$ cat src/rtl/shift_reg_univ.sv
// Universal shift register: load, logical shift, rotate, increment and clear,
// with a registered serial-out bit, a registered increment-wrap flag and a
// combinational zero flag. All state sits behind an asynchronous active-low reset.
module shift_reg_univ #(
  parameter int                 WIDTH     = 8,
  parameter logic [WIDTH-1:0]   RESET_VAL = '0
) (
  input  logic             clk,
  input  logic             rst_n,
  input  logic             en,
  input  logic [2:0]       mode,
  input  logic [WIDTH-1:0] d,
  input  logic             sin,
  output logic [WIDTH-1:0] q,
  output logic             sout,
  output logic             zero,
  output logic             carry
);

  localparam logic [2:0] MODE_HOLD  = 3'b000;
  localparam logic [2:0] MODE_LOAD  = 3'b001;
  localparam logic [2:0] MODE_SHL   = 3'b010;
  localparam logic [2:0] MODE_SHR   = 3'b011;
  localparam logic [2:0] MODE_ROTL  = 3'b100;
  localparam logic [2:0] MODE_ROTR  = 3'b101;
  localparam logic [2:0] MODE_INC   = 3'b110;
  localparam logic [2:0] MODE_CLEAR = 3'b111;

  localparam logic [WIDTH-1:0] ONE = {{(WIDTH-1){1'b0}}, 1'b1};

  logic [WIDTH-1:0] q_reg, q_next;
  logic             sout_reg, sout_next;
  logic             carry_reg, carry_next;

  // Next-state decode: everything holds unless enabled, and each mode only
  // touches the flags it owns (shift/rotate own SOUT, load/inc/clear own CARRY).
  always_comb begin
    q_next     = q_reg;
    sout_next  = sout_reg;
    carry_next = carry_reg;
    if (en) begin
      case (mode)
        MODE_HOLD: begin
          q_next = q_reg;
        end
        MODE_LOAD: begin
          q_next     = d;
          carry_next = 1'b0;
        end
        MODE_SHL: begin
          q_next    = {q_reg[WIDTH-2:0], sin};
          sout_next = q_reg[WIDTH-1];
        end
        MODE_SHR: begin
          q_next    = {sin, q_reg[WIDTH-1:1]};
          sout_next = q_reg[0];
        end
        MODE_ROTL: begin
          q_next    = {q_reg[WIDTH-2:0], q_reg[WIDTH-1]};
          sout_next = q_reg[WIDTH-1];
        end
        MODE_ROTR: begin
          q_next    = {q_reg[0], q_reg[WIDTH-1:1]};
          sout_next = q_reg[0];
        end
        MODE_INC: begin
          // Wrap happens exactly when the old value is all ones.
          q_next     = q_reg + ONE;
          carry_next = &q_reg;
        end
        MODE_CLEAR: begin
          q_next     = '0;
          carry_next = 1'b0;
        end
        default: begin
          q_next = q_reg;
        end
      endcase
    end
  end

  // State register with asynchronous reset to the configured value.
  always_ff @(posedge clk or negedge rst_n) begin
    if (!rst_n) begin
      q_reg     <= RESET_VAL;
      sout_reg  <= 1'b0;
      carry_reg <= 1'b0;
    end else begin
      q_reg     <= q_next;
      sout_reg  <= sout_next;
      carry_reg <= carry_next;
    end
  end

  assign q     = q_reg;
  assign sout  = sout_reg;
  assign carry = carry_reg;
  // Zero flag is taken straight from the register, no extra pipeline stage.
  assign zero  = (q_reg == '0);

endmodule

$ cat config.mk
export PLATFORM = sky130hd
export DESIGN_NAME = shift_reg_univ
export DESIGN_NICKNAME = d
export VERILOG_FILES = /design/src/rtl/shift_reg_univ.sv
export SDC_FILE = /design/constraint.sdc
export NUM_CORES = 1
export LEC_CHECK = 0
export CAP_MARGIN = 40
export CORE_AREA = 2 2 42 53
export DETAILED_ROUTE_END_ITERATION = 10
export DIE_AREA = 0 0 44 55
export GPL_TIMING_DRIVEN = 0
export PLACE_DENSITY_LB_ADDON = 0.15
export SYNTH_ARGS = -nofsm -noshare
export SYNTH_HDL_FRONTEND = slang
export SYNTH_SLANG_ARGS = --single-unit
export TNS_END_PERCENT = 50
$ cat constraint.sdc
create_clock -name clk -period 2.7 [get_ports clk]
set_clock_uncertainty 0.05 [all_clocks]
set_input_delay 0.54 -clock clk [delete_from_list [all_inputs] [get_ports clk]]
set_output_delay 0.54 -clock clk [all_outputs]
set_load 0.005 [all_outputs]
Yosys cells after proc, flatten, opt, wreduce, memory -nomap -nowiden
Index checks and enable logic that the tools add are counted.

Register bits after elaboration: 10. Input port bits: 15. Output and inout port bits: 11. Logic and storage cells: 26.

$add $sub $neg: 1. Equality and inequality tests: 7. Multiplexer cells: 3. Bitwise operators: 1. Reductions and logical operators: 11.

Operator list (number): $pmux W8 S7 (1); $eq A3 B3 Y1 const B (4); $add A8 B1 Y8 const B (1); $logic_not A8 Y1 (1); $reduce_and A8 Y1 (1); $eq A3 B2 Y1 const B (2); $reduce_and A2 Y1 (3); $reduce_or A2 Y1 (3); $pmux W1 S2 (2); $reduce_bool A2 Y1 (2); $eq A3 B1 Y1 const B (1); $logic_not A3 Y1 (1); $not A1 Y1 (1).

Logic depth before layout (Yosys ltp)
Gate-level depths: netlist of run 1.

Depth after elaboration: 4. Depth in mapped cells: 6. Gate-level depth less buffers: 6.

Worst setup path after synthesis of run 1
Ideal clock, no wire load.

Path type: input -> register. Start point: in mode[1]. End point: reg q_reg[3] (netlist: q[3]). Setup time: 0.079 ns. Data arrival time: 1.404 ns. Required time: 2.571 ns. Setup slack: 1.167 ns. Stages on the path: 6. Buffers on the path: 2. Cells stage by stage: buf_4 or2_4 o21ai_2 buf_6 nand2_1 a2bb2oi_1.

Longest elaborated chain between the ends: 3. Elaborated cells on any way between the ends: 11. Classes of those cells: eq/ne (7); mux (1); bitwise (1); reduce/logical (2).

Ends and longest elaborated chain: start: declaration (line 11) `input logic [2:0] mode,`; branches (longest 3 deep; another with $pmux W8 S7); end signal: assignment (line 89) `q_reg <= q_next;`; end: declaration (line 31) `logic [WIDTH-1:0] q_reg, q_next;`.

Parallel ways; which one is timed is not known. A chain may end at the register's enable or synchronous reset.

Worst setup path after layout of run 1
Start point: reg q_reg[0] (netlist: q[0]). End point: out zero.

Longest elaborated chain between the ends: 1.

Ends and longest elaborated chain: $logic_not A8 Y1 (line 99) `assign zero = (q_reg == '0);`; end: declaration (line 16) `output logic zero,`.

Every way passes these cells.

==> reports/metrics.yaml, run 1 <==
place:
  pre_cts_ws_ns: 0.472
  hpwl_mm: 1.81
  gp_congestion: 0.941
  place_area_um2: 1180
  port_buffers: 24
worst_hold_path:
  hold_path_class: "reg -> reg"
  worstHoldStart: "carry"
setup_path:
  cp_max_fo: 10
  worst_ep_required_time_ns: 2.11
  worstSetupPathType: "reg -> out"
  critPathCaptureType: "output pin"
  critPathLaunchType: "flop"
  crit_arrival_ns: 1.84
  setup.worst_path.start: "q[0]"
  r2r-start: "q[0]"
global_route:
  grt_usage: 0.235
  overflow: 0
  grt_start_max_net_pins: 11
  antenna_found_initial: 0
  grt_pass1_wl_mm: 4.07
  grt_pass1_vias: 919
timing:
  rsz0062_at_grt: "no"
  finalSetupViolCount: 0
  finalHoldViolCount: 0
  tns_ns: 0
  post-route-period-util: 0.900
  finalCriticalPeriod_ns: 2.43
  fmax_mhz: 412
  maxSlewViolCount: 0
  holdWs_ns: 0.426
  max_slew.worst_pin.slew_ns: 0.475
  slew_headroom: 0.682
  postLayoutSetupSlackWorst_ns: 0.271
drt:
  drt_first_pass_iters: 4
  vias: 985
  ant_nets: 0
  vias_per_cell: 6.19
  wire_per_inst_um: 15.7
  drcViolationCount: 0
  wirelength_mm: 2.49
  drt-initial-drc-count: 26
final_layout:
  area_delta_synth_final_pct: 32.9
  final_area_um2: 1220
  final_nets: 157
  num_antenna_cells: 0
  largest_register_ffs: 8
  drive_gt1_frac: 0.129
floorplanning:
  die_h_um: 55
  start_util: 0.473
  rows: 18
  die_x_um: 44
  num_io_pins: 26
  dieArea_um2: 2420
  core_um2: 1940
logic_synthesis:
  synth_top_area_share: 0.273
  syn_avg_cell_area_um2: 8.25
  synth-seq-cells: 10
  ys_seq_area_frac: 0.273
  synth_edf_count: 0
  yosysMostFrequentCell: "nand2_1"
  ys.flop_type: "dfrtp_1"
  synth_nets: 128
  netlist_area_um2: 916
  ys_async_sr_fraction: 1.00
  synth.largest_area_cell: "dfrtp_1"
  synth_cell_types: 43
  synth_cells: 111
  synth.area.top_cells: "dfrtp_1 (27%), nand2_1 (6.1%), a21oi_1 (4.9%), buf_6 (4.9%), mux2i_1 (4.4%)"
  netlist_top_cells_count: "nand2_1 (15), dfrtp_1 (10), a21oi_1 (9)"
  yosys_warnings: 0
cts:
  htree_levels: 1
  clockBufferDepth: 2
  path_clk_slew_ns: 0.06
  cts_setup_buffers: 0
  clk_latency_ns: 0.28
  cts_hold_buf: 0
  clockRootBuffer: "clkbuf_4"
  clkSinkCount: 10
  cts_buffers: 3
  cts.repair.resized: 0
  cts_tree: "yes"
job:
  cap_viol_max_count: 0
pwr:
  total_power_uw: 603
  vdd_ir_drop_max_mv: 0.298
  leakagePower_uw: 0.000503
  p_per_area_nw_per_um2: 495
outcome:
  outcome: "finished, final reports clean"
==> critical path, cell delays in order, from the launching register on <==
cell and delay [ns]:
dfrtp_1 0.50, inv_1 0.10, ha_1 0.15, nand3_1 0.10
nor4_1 0.18, clkdlybuf4s50_1 0.54
==> worst paths after layout <==
| kind | cells past startpoint | slack [ns] | to |
|---|---|---|---|
| min in group asynchronous | 1 | 0.52 | q[3] |
| worst min register to register | 1 | 0.43 | carry |
| worst max register to register | 5 | 1.06 | q[4] |
| worst max-delay path | 5 | 0.27 | zero |
| worst min-delay path | 1 | 0.43 | carry |
| max in group asynchronous | 1 | 1.76 | q[1] |
==> per-stage QoR <==
step | util | instances
after floorplan | - | 111
after global placement | 0.610 | 155
after detailed placement | 0.610 | 155
after CTS | 0.629 | 159
after global routing | 0.629 | 159
final | 0.629 | 159
==> cell families after synthesis <==
| group | count (synthesis) | share of synthesized area |
|---|---|---|
| DFF | 10 | 0.273 |
| and+or+nand+nor | 33 | 0.175 |
| muxes | 5 | 0.0560 |
| xor gates and xnor gates | 3 | 0.0287 |
| buffers and inverters | 14 | 0.104 |
| AOI/OAI and AO/OA | 44 | 0.336 |
| adders and majority gates | 2 | 0.0273 |
==> power breakdown <==
part,internal (uW),leakage (uW),switching [uW],total (uW)
clock network,82.2,0.0000210,58.6,141
registers,174,0.000122,41.7,216
logic,139,0.000360,107,246
total,395,0.000503,208,603
==> cell type report <==
type                            count  area [um2]
Fill cell                         179         719
Clock buffer                        4        36.3
Timing Repair Buffer               24         240
Multi-Input combinational cell     87         571
Inverter                            5        18.8
Tap cell                           20        25.0
Sequential cell                    10         250
Buffer                              9        76.3
==> layout by cell type, fill, tap and decap left out, types with 2 or more instances in the layout <==
cell	count
clkdlybuf4s50_1	24
nand2_1	15
dfrtp_1	10
a21oi_1	9
o21ai_0	7
inv_1	5
buf_6	4
nor2_1	4
nand3_1	4
a211oi_1	4
mux2i_1	4
buf_4	3
o221ai_1	3
a31oi_1	3
clkbuf_4	3
nor4_1	2
xor2_1	2
a21o_1	2
a311oi_1	2
o22ai_1	2
ha_1	2
==> layer usage <==
metal	GRT usage	vias up	routed length [um]
met4	0.162	0	79
met1	0.265	451	1020
met5	0	-	0
met2	0.419	47	1250
met3	0.0195	7	144
li1	-	480	-
No activity file was read; power rests on OpenSTA's default activity.
==> run 2: changes to the inputs <==
CORE_AREA = 2 2 45 58   (was 2 2 42 53)
DIE_AREA = 0 0 47 60   (was 0 0 44 55)
clock period = 2.1 ns   (was 2.7 ns; I/O delays follow)
==> reports/metrics.yaml, run 2 (synthesis gave the netlist of run 1 again) <==
outcome:
  outcome: "finished, final reports clean"  # unchanged
cts:
  clk_latency_ns: 0.28  # about the same
  clockBufferDepth: 2  # unchanged
  cts_tree: "yes"  # unchanged
  htree_levels: 1  # unchanged
  clockRootBuffer: "clkbuf_4"  # unchanged
  cts_buffers: 3  # unchanged
  cts_hold_buf: 0  # unchanged
  path_clk_slew_ns: 0.07  # was 0.06 ns
  clkSinkCount: 10  # unchanged
final_layout:
  area_delta_synth_final_pct: 34.2  # was 32.9%
  num_antenna_cells: 0  # unchanged
  drive_gt1_frac: 0.144  # was 0.129
  n_fill_cell: 233  # was 179
  fin_util: 0.534  # was 0.629
  largest_register_ffs: 8  # unchanged
  final_area_um2: 1230  # was 1220 um2
  regArea_um2: 253  # was 250 um2
  stdcell_count: 172  # was 159
  final_nets: 158  # was 157
  layout_commonest_cell: "clkdlybuf4s50_1"  # unchanged
  multi_input_area_um2: 571  # unchanged
  layout_common_cells: "clkdlybuf4s50_1 (23), nand2_1 (15), a21oi_1 (9), dfrtp_1 (8), o21ai_0 (7)"  # was clkdlybuf4s50_1 (24), nand2_1 (15), dfrtp_1 (10), a21oi_1 (9), o21ai_0 (7)
global_route:
  grt_pass1_vias: 892  # was 919
  grt_usage: 0.207  # was 0.235
  grt_start_max_net_pins: 11  # unchanged
  overflow: 0  # unchanged
  grt_pass1_wl_mm: 4.21  # was 4.07 mm
  antenna_found_initial: 0  # unchanged
pwr:
  seqPwrFrac: 0.365  # was 0.358
  leakagePower_uw: 0.000504  # was 0.000503 uW
  switchingPower_uw: 268  # was 208 uW
  p_per_area_nw_per_um2: 604  # was 495 nW/um2
  p_int_uw: 474  # was 395 uW
  pwr-share-comb: 0.445  # was 0.409
  vdd_ir_drop_max_mv: 0.363  # was 0.298 mV
  power_frac_clock: 0.189  # was 0.234
  swShare: 0.361  # was 0.345
setup_path:
  worstSetupPathType: "reg -> out"  # unchanged
  crit_chain: "inv_1 -> ha_1 -> nand3_1 -> nor4_1 -> dlygate4sd2_1"  # was inv_1 -> ha_1 -> nand3_1 -> nor4_1 -> clkdlybuf4s50_1
  crit_arrival_ns: 1.47  # was 1.84 ns
  critPathCaptureType: "output pin"  # unchanged
  critPathLaunchType: "flop"  # unchanged
  max_stage_delay_ns: 0.46  # was 0.54 ns
  cp_max_fo: 7  # was 10
  worst_ep_required_time_ns: 1.63  # was 2.11 ns
  crit_slowest_cell: "dfrtp_2"  # was clkdlybuf4s50_1
drt:
  wirelength_mm: 2.56  # was 2.49 mm
  vias: 980  # was 985
  drt-initial-drc-count: 33  # was 26
  drcViolationCount: 0  # unchanged
  vias_per_cell: 5.70  # was 6.19
  ant_nets: 0  # unchanged
  drt_first_pass_iters: 4  # unchanged
  wire_per_inst_um: 14.9  # was 15.7 um
place:
  dpl.cell_count: 168  # was 155
  port_buffers: 24  # unchanged
  pre_cts_ws_ns: -0.0617  # was 0.472 ns
  hpwl_mm: 1.80  # was 1.81 mm
  gp_congestion: 0.886  # was 0.941
  place_area_um2: 1200  # was 1180 um2
timing:
  post-route-period-util: 0.922
  maxSlewViolCount: 0  # unchanged
  postLayoutSetupSlackWorst_ns: 0.163  # was 0.271 ns
  max_slew.worst_pin.slew_ns: 0.495  # was 0.475 ns
  fmax_mhz: 516
  slew_headroom: 0.667  # was 0.682
  finalCriticalPeriod_ns: 1.94
  finalHoldViolCount: 0  # unchanged
  finalSetupViolCount: 0  # unchanged
  rsz0062_at_grt: "no"  # unchanged
  holdWs_ns: 0.426  # about the same
worst_hold_path:
  hold_path_class: "in -> async"  # was reg -> reg
floorplanning:
  die_h_um: 60  # was 55 um
  core_um2: 2300  # was 1940 um2
  rows: 20  # was 18
  dieArea_um2: 2820  # was 2420 um2
  start_util: 0.398  # was 0.473
  num_io_pins: 26  # unchanged
  die_x_um: 47  # was 44 um
job:
  cap_viol_max_count: 0  # unchanged
run 2: cell types whose count changed in the layout (fill, tap and decap cells not counted), sizes merged:
cell	before	now
clkdlybuf4s50	24	23
dlygate4sd2	0	1
clkbuf	5	4
buf	8	9
run 2: power by group through the flow:
stage / sequential, uW / clock, uW / combinational (uW)
floorplan: 270 / 0 / 185
global placement: 278 / 0 / 312
detailed placement: 281 / 0 / 313
CTS: 271 / 142 / 329
global route: 276 / 152 / 367
finish: 271 / 140 / 331
run 2: critical path, delay by kind of cell (launching register included):
family,cells,cell delay [ns]
buffers and inverters,2,0.35
adders and majority gates,1,0.14
and+or+nand+nor,2,0.25
DFF,1,0.46
run 2: final timing paths:
path | from | to | slack (ns) | cells past startpoint
max in group asynchronous | rst_n | q[0] | 1.21 | 1
min in group clk | carry | carry | 0.44 | 1
hold reg to reg | carry | carry | 0.44 | 1
setup / recovery | q[1] | zero | 0.16 | 5
hold / removal | rst_n | q[3] | 0.43 | 1
setup reg to reg | q[0] | q[4] | 0.55 | 6
run 2: per-layer routing:
layer,up-vias,global-route usage,share of wire
met5,-,0,0
li1,475,-,-
met1,450,0.279,0.44
met3,11,0.0332,0.062
met4,0,0.0913,0.030
met2,44,0.319,0.46
run 2: stage by stage:
| step | power, uW | TNS [ns] |
|---|---|---|
| after global placement | 590 | -0.168 |
| after CTS | 742 | 0 |
| final | 743 | 0 |
| after floorplan | 454 | 0 |
| after global routing | 795 | 0 |
| after detailed placement | 594 | -0.170 |
run 2: final cells by class:
cell class,count,share of cell area
Sequential cell,10,0.206
Timing Repair Buffer,25,0.201
Buffer,9,0.0621
Inverter,5,0.0153
Clock buffer,3,0.0183
Multi-Input combinational cell,87,0.464
Tap cell,33,0.0336
run 2: timing repair:
item	CTS	global route
endpoints found under the hold margin	0	0
setup endpoints to repair	1	0
resized for setup	3	0
buffers inserted	1	0
==> run 3: changes to the inputs <==
CORE_AREA = 2 2 46 59   (was 2 2 45 58)
DIE_AREA = 0 0 48 61   (was 0 0 47 60)
==> reports/metrics.yaml, run 3 (synthesis gave the netlist of run 1 again) <==
pwr:
  total_power_uw: 748  # was 743 uW
  vdd_ir_drop_max_mv: 0.279  # was 0.363 mV
  leakagePower_uw: 0.000504  # about the same
  p_per_area_nw_per_um2: 606  # was 604 nW/um2
global_route:
  overflow: 0  # unchanged
  grt_usage: 0.204  # was 0.207
  grt_pass1_wl_mm: 4.22  # was 4.21 mm
  antenna_found_initial: 0  # unchanged
  grt_pass1_vias: 947  # was 892
  grt_start_max_net_pins: 11  # unchanged
timing:
  slew_headroom: 0.655  # was 0.667
  finalHoldViolCount: 0  # unchanged
  finalSetupViolCount: 0  # unchanged
  finalCriticalPeriod_ns: 1.96  # was 1.94 ns
  tns_ns: 0  # unchanged
  maxSlewViolCount: 0  # unchanged
  rsz0062_at_grt: "no"  # unchanged
  post-route-period-util: 0.934  # was 0.922
  max_slew.worst_pin.slew_ns: 0.516  # was 0.495 ns
  fmax_mhz: 510  # was 516 MHz
drt:
  drt_first_pass_iters: 4  # unchanged
  drcViolationCount: 0  # unchanged
  drt-initial-drc-count: 29  # was 33
  ant_nets: 0  # unchanged
  wirelength_mm: 2.61  # was 2.56 mm
  vias_per_cell: 5.58  # was 5.70
  vias: 960  # was 980
  wire_per_inst_um: 15.2  # was 14.9 um
job:
  cap_viol_max_count: 0  # unchanged
place:
  place_area_um2: 1200  # unchanged
  hpwl_mm: 1.84  # was 1.80 mm
  gp_congestion: 0.852  # was 0.886
  port_buffers: 24  # unchanged
setup_path:
  critPathLaunchType: "flop"  # unchanged
  cp_max_fo: 7  # unchanged
  worst_ep_required_time_ns: 1.63  # about the same
  setup.worst_path.start: "q[1]"  # unchanged
  crit_arrival_ns: 1.49  # was 1.47 ns
  worstSetupPathType: "reg -> out"  # unchanged
  critPathCaptureType: "output pin"  # unchanged
  r2r-start: "q[0]"  # unchanged
cts:
  cts_tree: "yes"  # unchanged
  clockBufferDepth: 2  # unchanged
  htree_levels: 1  # unchanged
  clockRootBuffer: "clkbuf_4"  # unchanged
  clk_latency_ns: 0.28  # about the same
  cts_hold_buf: 0  # unchanged
  clkSinkCount: 10  # unchanged
  cts_buffers: 3  # unchanged
  path_clk_slew_ns: 0.08  # was 0.07 ns
floorplanning:
  die_h_um: 61  # was 60 um
  die_x_um: 48  # was 47 um
  core_um2: 2380  # was 2300 um2
  dieArea_um2: 2930  # was 2820 um2
  rows: 20  # unchanged
  start_util: 0.385  # was 0.398
  num_io_pins: 26  # unchanged
final_layout:
  drive_gt1_frac: 0.151  # was 0.144
  area_delta_synth_final_pct: 34.8  # was 34.2%
  num_antenna_cells: 0  # unchanged
  layout_common_cells: "clkdlybuf4s50_1 (23), nand2_1 (15), a21oi_1 (9), dfrtp_1 (8), o21ai_0 (7)"  # unchanged
  final_nets: 158  # unchanged
  final_area_um2: 1230  # about the same
  largest_register_ffs: 8  # unchanged
  layout_commonest_cell: "clkdlybuf4s50_1"  # unchanged
  fin_util: 0.519  # was 0.534
  n_fill_cell: 246  # was 233
outcome:
  outcome: "finished, final reports clean"  # unchanged
worst_hold_path:
  hold_path_class: "in -> async"  # unchanged
[run 3: cell count changes in the layout (fill, tap and decap cells not counted)]
cell / change
nor4_1: -1
nor4_2: +1
[run 3: report_power, final]
group          total [uW]  switching (uW)  internal [uW]
combinational         332             149            183
sequential            270            45.1            225
clock                 146            79.4           66.6
total                 748             274            475
[run 3: layout make-up]
cell class	count	area [um2]	share of cell area
repair buffers	25	246	0.200
plain buffers	9	76.3	0.0618
flip-flops and latches	10	253	0.205
clock buffers	3	22.5	0.0182
multi-input cells	87	577	0.467
well taps	33	41.3	0.0334
inverters	5	18.8	0.0152
[run 3: through the flow]
stage	hold WS (ns)	setup WS [ns]	std cells
after floorplan	0.0744	0.621	111
after global placement	0.420	-0.0245	168
after detailed placement	0.425	-0.00409	168
after CTS	0.440	0.143	172
after global routing	0.450	0.0440	172
final	0.424	0.139	172
[run 3: critical path, stage by stage (launching register included)]
cell           delay, ns
dfrtp_2             0.46
inv_1               0.09
ha_1                0.14
nand3_1             0.09
nor4_2              0.16
dlygate4sd2_1       0.26
[run 3: path summary, 6_finish.rpt]
path	endpoint	slack, ns	cells past startpoint
setup / recovery	zero	0.14	5
hold / removal	q[3]	0.42	1
setup reg to reg	q[4]	0.52	6
hold reg to reg	carry	0.43	1
max in group asynchronous	q[0]	1.21	1
min in group clk	carry	0.43	1
[run 3: metal layers]
layer	GRT usage	routed length, um
met5	0	0
met4	0.139	55
met3	0.0327	176
met2	0.309	1290
met1	0.258	1080
[run 3: repair_timing]
item	4_1_cts	5_1_grt
endpoints found under the setup margin	1	0
gates resized for setup	4	0
hold endpoints to repair	0	0
buffers inserted	1	0
